`config.mk`:
```
export PLATFORM = sky130hd
export DESIGN_NAME = alu_mc_flat
export DESIGN_NICKNAME = d
export VERILOG_FILES = /design/src/rtl/alu_mc_if.sv /design/src/rtl/alu_mc.sv /design/src/flat_wrapper.sv
export SDC_FILE = /design/constraint.sdc
export NUM_CORES = 1
export LEC_CHECK = 0
export ABC_AREA = 1
export CORE_MARGIN = 5
export CORE_UTILIZATION = 55
export DETAILED_ROUTE_END_ITERATION = 7
export GPL_TIMING_DRIVEN = 0
export PLACE_DENSITY = 0.78
export SLEW_MARGIN = 20
export SYNTH_ARGS = -nofsm -noshare
export SYNTH_HDL_FRONTEND = slang
export SYNTH_SLANG_ARGS = --single-unit
```
`constraint.sdc`:
```
create_clock -name clk -period 6 [get_ports clk]
set_clock_uncertainty 0.1 [all_clocks]
set_input_delay 0.6 -clock clk [delete_from_list [all_inputs] [get_ports clk]]
set_output_delay 0.6 -clock clk [all_outputs]
set_load 0.03 [all_outputs]
```
`src/rtl/alu_mc_if.sv`:
```
// alu_mc_if: operand/result handshake bundle for the multi-cycle ALU.
//   master: producer/consumer side (drives in_valid, op, in1, in2, carry_in, out_ready)
//   slave : ALU side (drives in_ready, out_valid, result, hi, carry_out, overflow, zero)
// Signals:
//   in_valid/in_ready   - operation handshake
//   op[2:0]             - 000 AND, 001 OR, 010 ADD, 011 SUB, 100 SLT, 101 NOR, 110 MUL, 111 DIV/reserved
//   in1, in2, carry_in  - operands; carry_in only used by ADD
//   out_valid/out_ready - result handshake
//   result, hi          - primary result / MUL high word or DIV remainder
//   carry_out, overflow, zero - status flags
interface alu_mc_if #(
    parameter int unsigned WIDTH = 32
);
    logic             in_valid;
    logic             in_ready;
    logic [2:0]       op;
    logic [WIDTH-1:0] in1;
    logic [WIDTH-1:0] in2;
    logic             carry_in;
    logic             out_valid;
    logic             out_ready;
    logic [WIDTH-1:0] result;
    logic [WIDTH-1:0] hi;
    logic             carry_out;
    logic             overflow;
    logic             zero;

    modport master (
        output in_valid, op, in1, in2, carry_in, out_ready,
        input  in_ready, out_valid, result, hi, carry_out, overflow, zero
    );

    modport slave (
        input  in_valid, op, in1, in2, carry_in, out_ready,
        output in_ready, out_valid, result, hi, carry_out, overflow, zero
    );
endinterface

```
`src/rtl/alu_mc.sv`:
```
// alu_mc: multi-cycle ALU for the MIPS datapath.
//   Single-cycle ops (AND/OR/ADD/SUB/SLT/NOR) produce registered results one
//   edge after accept; MUL (and DIV when ALU_DIV_EN is defined) iterate WIDTH
//   times before presenting the result.
// Optional feature macro: ALU_DIV_EN
//   defined   - op 111 is an unsigned restoring divide (result=quotient, hi=remainder)
//   undefined - op 111 is a 1-cycle op returning zero; no divider logic
// Ports:
//   clk   - rising-edge clock
//   reset - synchronous, active-high
//   bus   - alu_mc_if.slave handshake/operand/result bundle
// Parameters:
//   WIDTH - operand/result width (>= 4)
//   CNT_W - iteration counter width, 2**CNT_W > WIDTH
module alu_mc #(
    parameter int unsigned WIDTH = 32,
    parameter int unsigned CNT_W = 6
) (
    input logic     clk,
    input logic     reset,
    alu_mc_if.slave bus
);

    localparam int unsigned MSB = WIDTH - 1;

    typedef enum logic [1:0] {
        S_IDLE,
        S_MUL,
        S_DIV,
        S_DONE
    } state_t;

    state_t           state_q, state_d;
    logic [CNT_W-1:0] cnt_q, cnt_d;
    logic [WIDTH-1:0] opb_q, opb_d;
    logic [WIDTH-1:0] result_q, result_d;
    logic [WIDTH-1:0] hi_q, hi_d;
    logic             carry_q, carry_d;
    logic             ovf_q, ovf_d;

    logic [WIDTH:0]   add_sum;
    logic [WIDTH:0]   sub_diff;
    logic             add_ovf;
    logic             sub_ovf;
    logic [WIDTH:0]   mul_sum;
    logic             last_iter;

    assign bus.in_ready  = (state_q == S_IDLE) && !reset;
    assign bus.out_valid = (state_q == S_DONE);
    assign bus.result    = result_q;
    assign bus.hi        = hi_q;
    assign bus.carry_out = carry_q;
    assign bus.overflow  = ovf_q;
    assign bus.zero      = (result_q == '0);

    // Single-cycle arithmetic straight from the bus operands at accept time.
    always_comb begin
        add_sum  = {1'b0, bus.in1} + {1'b0, bus.in2} + {{WIDTH{1'b0}}, bus.carry_in};
        sub_diff = {1'b0, bus.in1} + {1'b0, ~bus.in2} + {{WIDTH{1'b0}}, 1'b1};
        add_ovf  = (bus.in1[MSB] == bus.in2[MSB]) && (add_sum[MSB] != bus.in1[MSB]);
        sub_ovf  = (bus.in1[MSB] != bus.in2[MSB]) && (sub_diff[MSB] != bus.in1[MSB]);
    end

    // Shift-add multiply step: {hi_q, result_q} is the partial product with the
    // unconsumed multiplier bits in the low end of result_q.
    always_comb begin
        mul_sum = {1'b0, hi_q} + (result_q[0] ? {1'b0, opb_q} : {(WIDTH+1){1'b0}});
    end

    assign last_iter = (cnt_q == CNT_W'(WIDTH - 1));

`ifdef ALU_DIV_EN
    // Restoring divide step: hi_q holds the partial remainder, result_q shifts
    // dividend bits out of the top and quotient bits in at the bottom.
    logic [WIDTH:0] div_shift;
    logic [WIDTH:0] div_trial;
    logic           div_ge;

    always_comb begin
        div_shift = {hi_q, result_q[MSB]};
        div_ge    = (div_shift >= {1'b0, opb_q});
        div_trial = div_shift - {1'b0, opb_q};
    end
`endif

    always_comb begin
        state_d  = state_q;
        cnt_d    = cnt_q;
        opb_d    = opb_q;
        result_d = result_q;
        hi_d     = hi_q;
        carry_d  = carry_q;
        ovf_d    = ovf_q;

        case (state_q)
            S_IDLE: begin
                if (bus.in_valid) begin
                    state_d = S_DONE;
                    cnt_d   = '0;
                    opb_d   = bus.in2;
                    hi_d    = '0;
                    carry_d = 1'b0;
                    ovf_d   = 1'b0;
                    case (bus.op)
                        3'b000: result_d = bus.in1 & bus.in2;
                        3'b001: result_d = bus.in1 | bus.in2;
                        3'b010: begin
                            result_d = add_sum[MSB:0];
                            carry_d  = add_sum[WIDTH];
                            ovf_d    = add_ovf;
                        end
                        3'b011: begin
                            result_d = sub_diff[MSB:0];
                            carry_d  = sub_diff[WIDTH];
                            ovf_d    = sub_ovf;
                        end
                        3'b100: result_d = {{(WIDTH-1){1'b0}}, sub_diff[MSB] ^ sub_ovf};
                        3'b101: result_d = ~(bus.in1 | bus.in2);
                        3'b110: begin
                            result_d = bus.in1;
                            state_d  = S_MUL;
                        end
                        default: begin
`ifdef ALU_DIV_EN
                            if (bus.in2 == '0) begin
                                result_d = '1;
                                hi_d     = bus.in1;
                            end else begin
                                result_d = bus.in1;
                                state_d  = S_DIV;
                            end
`else
                            result_d = '0;
`endif
                        end
                    endcase
                end
            end

            S_MUL: begin
                {hi_d, result_d} = {mul_sum, result_q[MSB:1]};
                cnt_d = cnt_q + CNT_W'(1);
                if (last_iter) begin
                    state_d = S_DONE;
                end
            end

            S_DIV: begin
`ifdef ALU_DIV_EN
                hi_d     = div_ge ? div_trial[MSB:0] : div_shift[MSB:0];
                result_d = {result_q[MSB-1:0], div_ge};
                cnt_d    = cnt_q + CNT_W'(1);
                if (last_iter) begin
                    state_d = S_DONE;
                end
`else
                state_d = S_IDLE;
`endif
            end

            S_DONE: begin
                if (bus.out_ready) begin
                    state_d = S_IDLE;
                end
            end

            default: state_d = S_IDLE;
        endcase
    end

    always_ff @(posedge clk) begin
        if (reset) begin
            state_q  <= S_IDLE;
            cnt_q    <= '0;
            opb_q    <= '0;
            result_q <= '0;
            hi_q     <= '0;
            carry_q  <= 1'b0;
            ovf_q    <= 1'b0;
        end else begin
            state_q  <= state_d;
            cnt_q    <= cnt_d;
            opb_q    <= opb_d;
            result_q <= result_d;
            hi_q     <= hi_d;
            carry_q  <= carry_d;
            ovf_q    <= ovf_d;
        end
    end

endmodule

```
`src/flat_wrapper.sv`:
```
// flat-port wrapper written by rule: the top's interface ports become plain ports
module alu_mc_flat 
#(
    parameter int unsigned WIDTH = 32,
    parameter int unsigned CNT_W = 6
)
  (clk, reset, bus_in_valid, bus_op, bus_in1, bus_in2, bus_carry_in, bus_out_ready, bus_in_ready, bus_out_valid, bus_result, bus_hi, bus_carry_out, bus_overflow, bus_zero);
  alu_mc_if #(.WIDTH(WIDTH)) bus_i ();
  input logic clk;
  input logic reset;
  input wire logic [$bits(bus_i.in_valid)-1:0] bus_in_valid;
  input wire logic [$bits(bus_i.op)-1:0] bus_op;
  input wire logic [$bits(bus_i.in1)-1:0] bus_in1;
  input wire logic [$bits(bus_i.in2)-1:0] bus_in2;
  input wire logic [$bits(bus_i.carry_in)-1:0] bus_carry_in;
  input wire logic [$bits(bus_i.out_ready)-1:0] bus_out_ready;
  output wire logic [$bits(bus_i.in_ready)-1:0] bus_in_ready;
  output wire logic [$bits(bus_i.out_valid)-1:0] bus_out_valid;
  output wire logic [$bits(bus_i.result)-1:0] bus_result;
  output wire logic [$bits(bus_i.hi)-1:0] bus_hi;
  output wire logic [$bits(bus_i.carry_out)-1:0] bus_carry_out;
  output wire logic [$bits(bus_i.overflow)-1:0] bus_overflow;
  output wire logic [$bits(bus_i.zero)-1:0] bus_zero;
  assign bus_i.in_valid = bus_in_valid;
  assign bus_i.op = bus_op;
  assign bus_i.in1 = bus_in1;
  assign bus_i.in2 = bus_in2;
  assign bus_i.carry_in = bus_carry_in;
  assign bus_i.out_ready = bus_out_ready;
  assign bus_in_ready = bus_i.in_ready;
  assign bus_out_valid = bus_i.out_valid;
  assign bus_result = bus_i.result;
  assign bus_hi = bus_i.hi;
  assign bus_carry_out = bus_i.carry_out;
  assign bus_overflow = bus_i.overflow;
  assign bus_zero = bus_i.zero;
  alu_mc #(.WIDTH(WIDTH), .CNT_W(CNT_W)) u_core (.clk(clk), .reset(reset), .bus(bus_i));
endmodule
```
# After elaboration in Yosys (flattened, before gate mapping)
# Index checks and enable logic that the tools add are counted.
# totals
regBits	106
inputBits	72
output_inout_bits	69
elab_cells	61
# op_classes
n_addsub	6
eq_ne	17
mux	15
n_bitwise	5
reduce_logical	11
# ops
op	n
32-bit one-hot mux with 7 select lines	1
32-bit one-hot mux with 2 select lines	2
32-bit 2-to-1 mux	3
32-bit by 32-bit adder with 33-bit output	2
32-bit inverter	2
32-bit by 33-bit adder with 33-bit output	1
33-bit by 1-bit adder with 33-bit output	1
33-bit by 1-bit adder with 33-bit output, second input constant	1
32-bit bitwise AND	1
32-bit logical NOT	1
32-bit OR	1
6-bit one-hot mux with 2 select lines	1
3-bit == test, second input constant	3
2-bit 2-to-1 mux	4
2-bit one-hot mux with 4 select lines	1
6-bit by 1-bit adder with 6-bit output, second input constant	1
3-bit by 2-bit == test with 1-bit output, second input constant	2
6-bit by 5-bit == test with 1-bit output, second input constant	1
6-bit 2-to-1 mux	1
2-bit == test, second input constant	2
2-bit inequality test, second input constant	2
1-bit one-hot mux with 2 select lines	2
2-bit AND reduction	2
3-bit by 1-bit == test with 1-bit output, second input constant	1
11 further kinds	15

# Depth between registers and ports, before layout
# Gate-level depths: netlist of run 1.
# depth
word_depth	9
mapped_depth	22
depth_no_buf	21

# Least setup slack after synthesis of run 1
# Ideal clock, no wire load.
# synth_path
path_kind	in2reg
startpoint	input bus_in2[19]
endpoint	register u_core.result_q[31] (netlist: u_core.bus.result[31])
setup_ns	0.132
arrival_ns	2.995
t_required_ns	5.768
path_slack_ns	2.773
stages	19
n_path_buf	1
path_cell_list	inv_1 > ha_1 > buf_2 > nor2_1 > nand2_1 > nor2_1 > and3_1 > nand2_1 > nand2_1 > nand2_1 > a21oi_1 > or2_1 > fa_1 > inv_1 > o22ai_1 > a211oi_1 > nand3_1 > nand2_1 > a21oi_1
# synth_between
elab_chain_cells	6
elab_cells_between_ends	8
cone_classes	add/sub (4); mux (3); bitwise (1)
# synth_rtl
item	line	text
start, declared	flat_wrapper.sv:14	input wire logic [$bits(bus_i.in2)-1:0] bus_in2;
32-bit inverter	alu_mc.sv:59	sub_diff = {1'b0, bus.in1} + {1'b0, ~bus.in2} + {{WIDTH{1'b0}}, 1'b1};
32-bit by 32-bit adder with 33-bit output	alu_mc.sv:59	
33-bit by 1-bit adder with 33-bit output	alu_mc.sv:59	
32-bit one-hot mux with 7 select lines *	alu_mc.sv:104	case (bus.op)
32-bit 2-to-1 mux *	alu_mc.sv:97	if (bus.in_valid) begin
32-bit one-hot mux with 2 select lines *	alu_mc.sv:95	case (state_q)
end signal, assigned	alu_mc.sv:184	result_q <= result_d;
end, declared	alu_mc.sv:36	logic [WIDTH-1:0] result_q, result_d;
# Every way passes the cells marked *; elsewhere a longest branch is shown, timed or not. The select of a mux whose other input is x is not followed.
# A chain may end at the register's enable or synchronous reset.

# Final worst setup path of run 1
# layout_path
startpoint	input bus_in2[13]
endpoint	register u_core.result_q[31] (netlist: u_core.bus.result[31])
# Same word-level chain as after synthesis.

==> metrics.md, run 1 <==
| Metric | Value |
|---|---|
| Status | `complete, but fails checks` |
| Failing checks | `design-rule violations` |
| Syn_area_per_cell | `approximately 5.8 um2` |
| Startpoint type of the worst setup path | `primary input` |
| Netlist cell types | `53` |
| First-pass GRT wire length | `76900 um` |
| Chip height | `around 160 um` |
| Leakage | `7.569 nW` |
| TritonCTS clock tree | `done` |
| Starting density of the core | `between 50 and 60%` |
| Fin cells | `2615` |
| Pwr per Cell Area | `approximately 160 nW/um2` |
| CTS-repair resized insts | `0` |
| 1st-iter DRT viols | `1872` |
| Via count | `about 16000` |
| Fill cell count | `roughly 2200` |
| Slew margin rel. | `around half` |
| Top-count cell post-synth | `nand2_1` |
| Residual DRC | `3` |
| Mapped Area | `approximately 13000 um2` |
| Period minus WS final | `between 4 and 5 ns` |
| Post-synth EDFFs | `0` |
| Critical path class | `in -> reg` |
| Worst EP required | `6.11 ns` |
| Top cells by count, synth | `nand2_1, inv_1, a21oi_1, nand3_1, nor2_1` |
| # nets final | `2538` |
| Fin. Hold Viols | `0` |
| Overall routed net length | `between 50000 and 60000 um` |
| TritonCTS Buffers | `9` |
| Setup Buffers After CTS | `0` |
| Clk pin slew, worst setup/hold paths | `0.08 ns` |
| Synth warn | `0` |
| Area of the multi-input gates | `~9000 um2` |
| Peak supply drop | `roughly 0.13 mV` |
| RSZ-0062 raised after global routing | `no` |
| Ys flop type | `dfxtp_1` |
| Core outline area | `about 23000 um2` |
| Most area-hungry cell type in the Yosys netlist | `nand2_1` |
| Max Root-Sink Buffers | `2` |
| Die Wd | `~160 um` |
| Vias in the first global route | `~14000` |
| I/O pin cnt | `between 100 and 150` |
| Diodes inserted | `0` |
| Sequential fraction of the synthesis area | `between 15 and 20%` |
| Row count | `55` |
| Final setup fails | `0` |
| DRT Pass-1 Iters | `8` |
| Gpl congestion | `~1.0` |
| Fin crit share | `approximately 73%` |
| Setup TNS | `0 ns` |
| Asr flop ratio synth | `0%` |
| H-tree depth | `3` |
| Initial antenna violation count | `1` |
| Clk_lat worst skew | `roughly 0.35 ns` |
| Post-CTS Hold Buffers | `0` |
| Root Buffer | `clkbuf_16` |
| # clock sinks | `approximately 110` |
| Final Slew Violations | `0` |
| Synth top area share | `between 10% and 20%` |
| Placed cell count | `2599` |
| Peak Freq | `229.4 MHz` |
| Antenna Nets Post-Route | `0` |
| Hold WC Path Type | `reg -> reg` |
| Register Area | `approximately 2100 um2` |
| Net Count, Synth | `around 2400` |
| Syn Inst Count | `between 2000 and 2500` |
| Gr ovfl total | `0` |
| Post-synthesis sequential element count | `106` |
| DPL Wire Length | `approximately 42000 um` |
| Via density | `around 6` |
| All-Layer GR Usage | `37.32%` |
| # port buffers | `around 140` |
| Worst-margin pin slew | `about 0.76 ns` |
| Pin count of the biggest net entering global routing | `21` |
| Layout cells sized above 1 | `5.193%` |
| Crit Path Max Fanout | `9` |
| WP data arrival | `between 4 and 5 ns` |
| WL per Instance | `slightly below 20 um` |
| Final worst setup slack | `1.641 ns` |
| Die Area | `26200 um2` |
| MaxCap Viol Count | `0` |
| Synth top area cells | `nand2_1, dfxtp_1, ha_1` |
| Setup WS pre-CTS | `about 1.4 ns` |
| CP Capture Type | `flop` |
| Hold Slack | `0.3937 ns` |
| Syn-to-layout area delta | `16.29%` |
==> critical path, cell delays in order <==
cell and delay (ns):
clkdlybuf4s50_1 0.55, inv_1 0.16, ha_1 0.31, buf_2 0.17
nor2_1 0.30, nand2_1 0.15, nor2_1 0.35, and3_1 0.22
nand2_1 0.12, nand2_1 0.10, nand2_1 0.09, a21oi_1 0.14
or2_1 0.15, fa_1 0.43, inv_1 0.09, o22ai_1 0.09
a211oi_1 0.22, nand3_1 0.11, nand2_1 0.07, a21oi_1 0.06
==> layer usage <==
metal / wire [um] / GRT usage, %
met1: 19250 / 44.80
met2: 23860 / 64.12
met3: 5223 / 5.227
met4: 3412 / 20.95
met5: 13 / 0
==> flip-flops by register name, summed over array words and instances, names as in the netlist <==
name                  cells
u_core.state_q            2
u_core.bus.result        32
u_core.bus.carry_out      1
u_core.cnt_q              6
u_core.bus.overflow       1
u_core.bus.hi            32
u_core.opb_q             32
==> layout by cell type (no fill, tap or decap), types with 7 or more instances in the layout <==
master / synthesis / final
dfxtp_1: 106 / 106
inv_1: 364 / 364
buf_2: 29 / 29
nor4_1: 9 / 9
nor3_1: 24 / 24
a21oi_1: 191 / 191
clkbuf_16: 0 / 9
o21ai_0: 103 / 103
a22oi_1: 22 / 22
o21bai_1: 8 / 8
nand3b_1: 8 / 8
o22ai_1: 10 / 10
a31oi_1: 14 / 14
nand3_1: 169 / 169
ha_1: 136 / 136
buf_4: 12 / 12
nand3_2: 9 / 9
inv_2: 7 / 7
clkdlybuf4s50_1: 0 / 139
a221oi_1: 26 / 26
nand2_2: 15 / 15
nor2_1: 141 / 141
nor2_2: 7 / 7
nand2_1: 609 / 609
clkbuf_1: 30 / 30
a21o_1: 9 / 9
o21ai_1: 21 / 21
nand4_1: 28 / 28
or2_2: 10 / 10
==> path summary, 6_finish.rpt <==
kind,startpoint,end,slack (ns),cells past startpoint
worst max-delay path,bus_in2[13],u_core.bus.result[31],1.64,20
worst min-delay path,u_core.cnt_q[1],u_core.cnt_q[1],0.39,2
worst min register to register,u_core.cnt_q[1],u_core.cnt_q[1],0.39,2
worst max register to register,u_core.bus.result[0],u_core.bus.hi[29],2.62,19
==> power by group <==
part           leakage (nW)  internal [mW]  switching [mW]
registers             0.865          0.747          0.0355
clock network         0.155          0.335           0.300
logic                  6.55          0.315           0.675
total                  7.57           1.40            1.01
==> per-stage QoR <==
| stage | power, mW | utilization (%) | cell area, um2 |
|---|---|---|---|
| after floorplan | 1.393 | - | 12680 |
| after global placement | 1.729 | 63.74 | 14430 |
| after detailed placement | 1.747 | 63.74 | 14430 |
| after CTS | 2.368 | 65.14 | 14750 |
| after global routing | 2.507 | 65.14 | 14750 |
| final | 2.408 | 65.14 | 14750 |
==> cell families (layout without fill, tap and decap cells) <==
group	count (synthesis)	count (layout)	share of synthesized area (%)
AND/OR/NAND/NOR	1042	1042	35.18
buffers and inverters	451	606	14.10
AO/OA/AOI/OAI	430	430	19.44
adder cells (fa/ha/maj)	141	141	14.21
flip-flops	106	106	16.73
XOR/XNOR	5	5	0.3453
==> area by class of cell <==
class	instances	share of cell area, %
Inverter	373	9.511
Buffer	78	2.613
Timing Repair Buffer	139	9.434
Multi-Input combinational cell	1618	59.48
Clock inverter	7	0.6278
Tap cell	285	2.418
Clock buffer	9	1.527
Sequential cell	106	14.39
Power figures use the tool's default switching activity.
==> inputs of run 2 (changes only) <==
--- a/config.mk
+++ b/config.mk
@@ -7,10 +7,10 @@
 export LEC_CHECK = 0
 export ABC_AREA = 1
 export CORE_MARGIN = 5
-export CORE_UTILIZATION = 55
+export CORE_UTILIZATION = 53
 export DETAILED_ROUTE_END_ITERATION = 7
 export GPL_TIMING_DRIVEN = 0
-export PLACE_DENSITY = 0.78
+export PLACE_DENSITY = 0.79
 export SLEW_MARGIN = 20
 export SYNTH_ARGS = -nofsm -noshare
 export SYNTH_HDL_FRONTEND = slang
==> constraint.sdc (replaced) <==
create_clock -name clk -period 4 [get_ports clk]
set_clock_uncertainty 0.1 [all_clocks]
set_input_delay 0.4 -clock clk [delete_from_list [all_inputs] [get_ports clk]]
set_output_delay 0.4 -clock clk [all_outputs]
set_load 0.03 [all_outputs]
==> run 2 against run 1 <==
Net effect: the flow now finishes without violations; sequential power rose by 50%; via count down 1.5%; routed wire length decreased by 2.8%; flip-flop and latch count unchanged; sequential share of layout area fell by 0.16 points; register-to-register slack got worse by 2.0 ns; count of clock-buffer cells in the layout is the same; worst hold slack got worse by 0.052 ns; global-route usage is 1.4 points lower; design area up 1.1%; power up 52%; final cell count increased by 1.3%; critical path type unchanged; highest routed layer is now met4.
==> metrics.md, run 2 (synthesis gave the netlist of run 1 again) <==
| Metric | Value |
|---|---|
| Vias in the first global route | `approximately 14000` |
| Most common cell after layout, fill and taps aside | `nand2_1` |
| MaxCap Viol Count | `0` |
| Critical path class | `in -> reg` |
| Syn-to-layout area delta | `17.62%` |
| CP Capture Type | `flop` |
| Crit Path Max Fanout | `9` |
| Antenna Nets Post-Route | `0` |
| Diodes inserted | `0` |
| Setup TNS | `0 ns` |
| DPL Wire Length | `approximately 42000 um` |
| # nets final | `between 2000 and 3000` |
| WL per Instance | `between 15 and 20 um` |
| Pin count of the biggest net entering global routing | `23` |
| Util after Layout | `between 60% and 70%` |
| Core outline area | `between 20000 and 25000 um2` |
| Status | `completed` |
| Initial antenna violation count | `0` |
| P_sw | `around 1.5 mW` |
| Clk pin slew, worst setup/hold paths | `roughly 0.08 ns` |
| Chip height | `~160 um` |
| Worst EP required | `just over 4 ns` |
| # port buffers | `139` |
| Slew margin rel. | `approximately 46%` |
| I/O pin cnt | `between 100 and 150` |
| Gpl congestion | `~1.0` |
| 1st-iter DRT viols | `between 1500 and 2000` |
| WP data arrival | `just under 4 ns` |
| Fill cell count | `about 2400` |
| First-pass GRT wire length | `75130 um` |
| Overall routed net length | `slightly above 50000 um` |
| Clk_lat worst skew | `0.36 ns` |
| Clock network power share | `between 20% and 30%` |
| Max Root-Sink Buffers | `2` |
| TritonCTS clock tree | `done` |
| # clock sinks | `roughly 110` |
| H-tree depth | `3` |
| Power Total | `3.665 mW` |
| Pwr per Cell Area | `245.7 nW/um2` |
| Via density | `5.767` |
| Die Wd | `164.7 um` |
| Startpoint type of the worst setup path | `primary input` |
| Die Area | `approximately 27000 um2` |
| Gr ovfl total | `0` |
| Residual DRC | `0` |
| Critical path, cell by cell | `clkdlybuf4s50_1 -> inv_1 -> ha_1 -> buf_4 -> inv_1 -> a21oi_1 -> nand2_1 -> nand2_2 -> nand3_2 -> nand2_2 -> nand2_1 -> nand2_1 -> a21oi_2 -> or2_1 -> fa_1 -> inv_1 -> o22ai_1 -> a211oi_1 -> nand3_1 -> nand2_1 -> a21oi_1` |
| Root Buffer | `clkbuf_16` |
| Comb power frac | `between 40 and 50%` |
| Fin crit share | `about 96%` |
| Switching share of power | `approximately 42%` |
| Final Slew Violations | `0` |
| Row count | `56` |
| All-Layer GR Usage | `between 30% and 40%` |
| Worst-margin pin slew | `just over 0.8 ns` |
| Via count | `15280` |
| Most frequent cells in the layout | `nand2_1, inv_1, a21oi_1, nand3_1, ha_1` |
| Critical path's largest stage delay | `0.48 ns` |
| DRT Pass-1 Iters | `7` |
| RSZ-0062 raised after global routing | `no` |
| Cell mode on critical path | `nand2_1` |
| Hold Slack | `0.3418 ns` |
| P_int | `~2.1 mW` |
| Peak Freq | `approximately 260 MHz` |
| Layout cells sized above 1 | `under 10%` |
| Peak supply drop | `between 0.2 and 0.25 mV` |
| Critical-path top delay cell | `clkdlybuf4s50_1` |
| Seq pwr share | `between 30% and 40%` |
| TritonCTS Buffers | `9` |
| Setup Buffers After CTS | `0` |
| Starting density of the core | `roughly 54%` |
| Hold WC Path Type | `in -> reg` |
| Final setup fails | `0` |
| Leakage | `roughly 7.6 nW` |
| Period minus WS final | `3.855 ns` |
| Fin. Hold Viols | `0` |
[run 2: final cells by class]
class | instances | area, um2 | area share (%)
Multi-Input combinational cell | 1618 | 8848 | 59.32
Clock inverter | 7 | 112.6 | 0.7549
Buffer | 78 | 400.4 | 2.684
Tap cell | 319 | 399.1 | 2.676
Clock buffer | 9 | 225.2 | 1.510
Timing Repair Buffer | 139 | 1406 | 9.428
Sequential cell | 106 | 2122 | 14.23
Inverter | 373 | 1403 | 9.403
[run 2: metal layers]
layer  track usage, %  part of all wire (%)  vias to the layer above
met3            3.544                   8.2                      192
met4            19.89                   6.4                        0
met1            44.68                    39                     6900
met5                0                     0                        -
met2            60.77                    46                      823
li1                 -                     -                     7363
[run 2: repair_timing]
action | in CTS | in global routing
pin swaps | 0 | 1
setup endpoints to repair | 1 | 2
hold buffers | 0 | 0
gates resized for setup | 3 | 41
[run 2: power groups by stage]
stage               Combinational [mW]  Clock (mW)  Sequential, mW
global route                      1.61        1.04            1.18
finish                            1.49        1.00            1.17
CTS                               1.43       0.999            1.17
global placement                  1.40           0            1.19
detailed placement                1.42           0            1.19
floorplan                        0.857           0            1.23
[run 2: worst max-delay path: cells and delay by family]
family	cells	cell delay, ns
and+or+nand+nor	9	1.14
buffers and inverters	5	0.99
adders and majority gates	2	0.77
AOI/OAI and AO/OA	5	0.65
[run 2: worst paths after layout]
kind	from	endpoint	slack, ns	cells after the start
max	bus_in2[8]	u_core.bus.result[31]	0.15	21
min	bus_in2[10]	u_core.opb_q[10]	0.34	3
max reg2reg	u_core.bus.result[0]	u_core.bus.hi[29]	0.58	18
min reg2reg	u_core.cnt_q[0]	u_core.cnt_q[0]	0.39	2
[run 2: through the flow]
step / std cells / cell area (um2) / setup WS, ns
floorplan: 2175 / 12680 / 0.9725
global placement: 2633 / 14470 / -0.4535
global route: 2649 / 14920 / 0.01703
detailed placement: 2633 / 14470 / -0.5145
CTS: 2649 / 14820 / 0.02631
finish: 2649 / 14920 / 0.1452
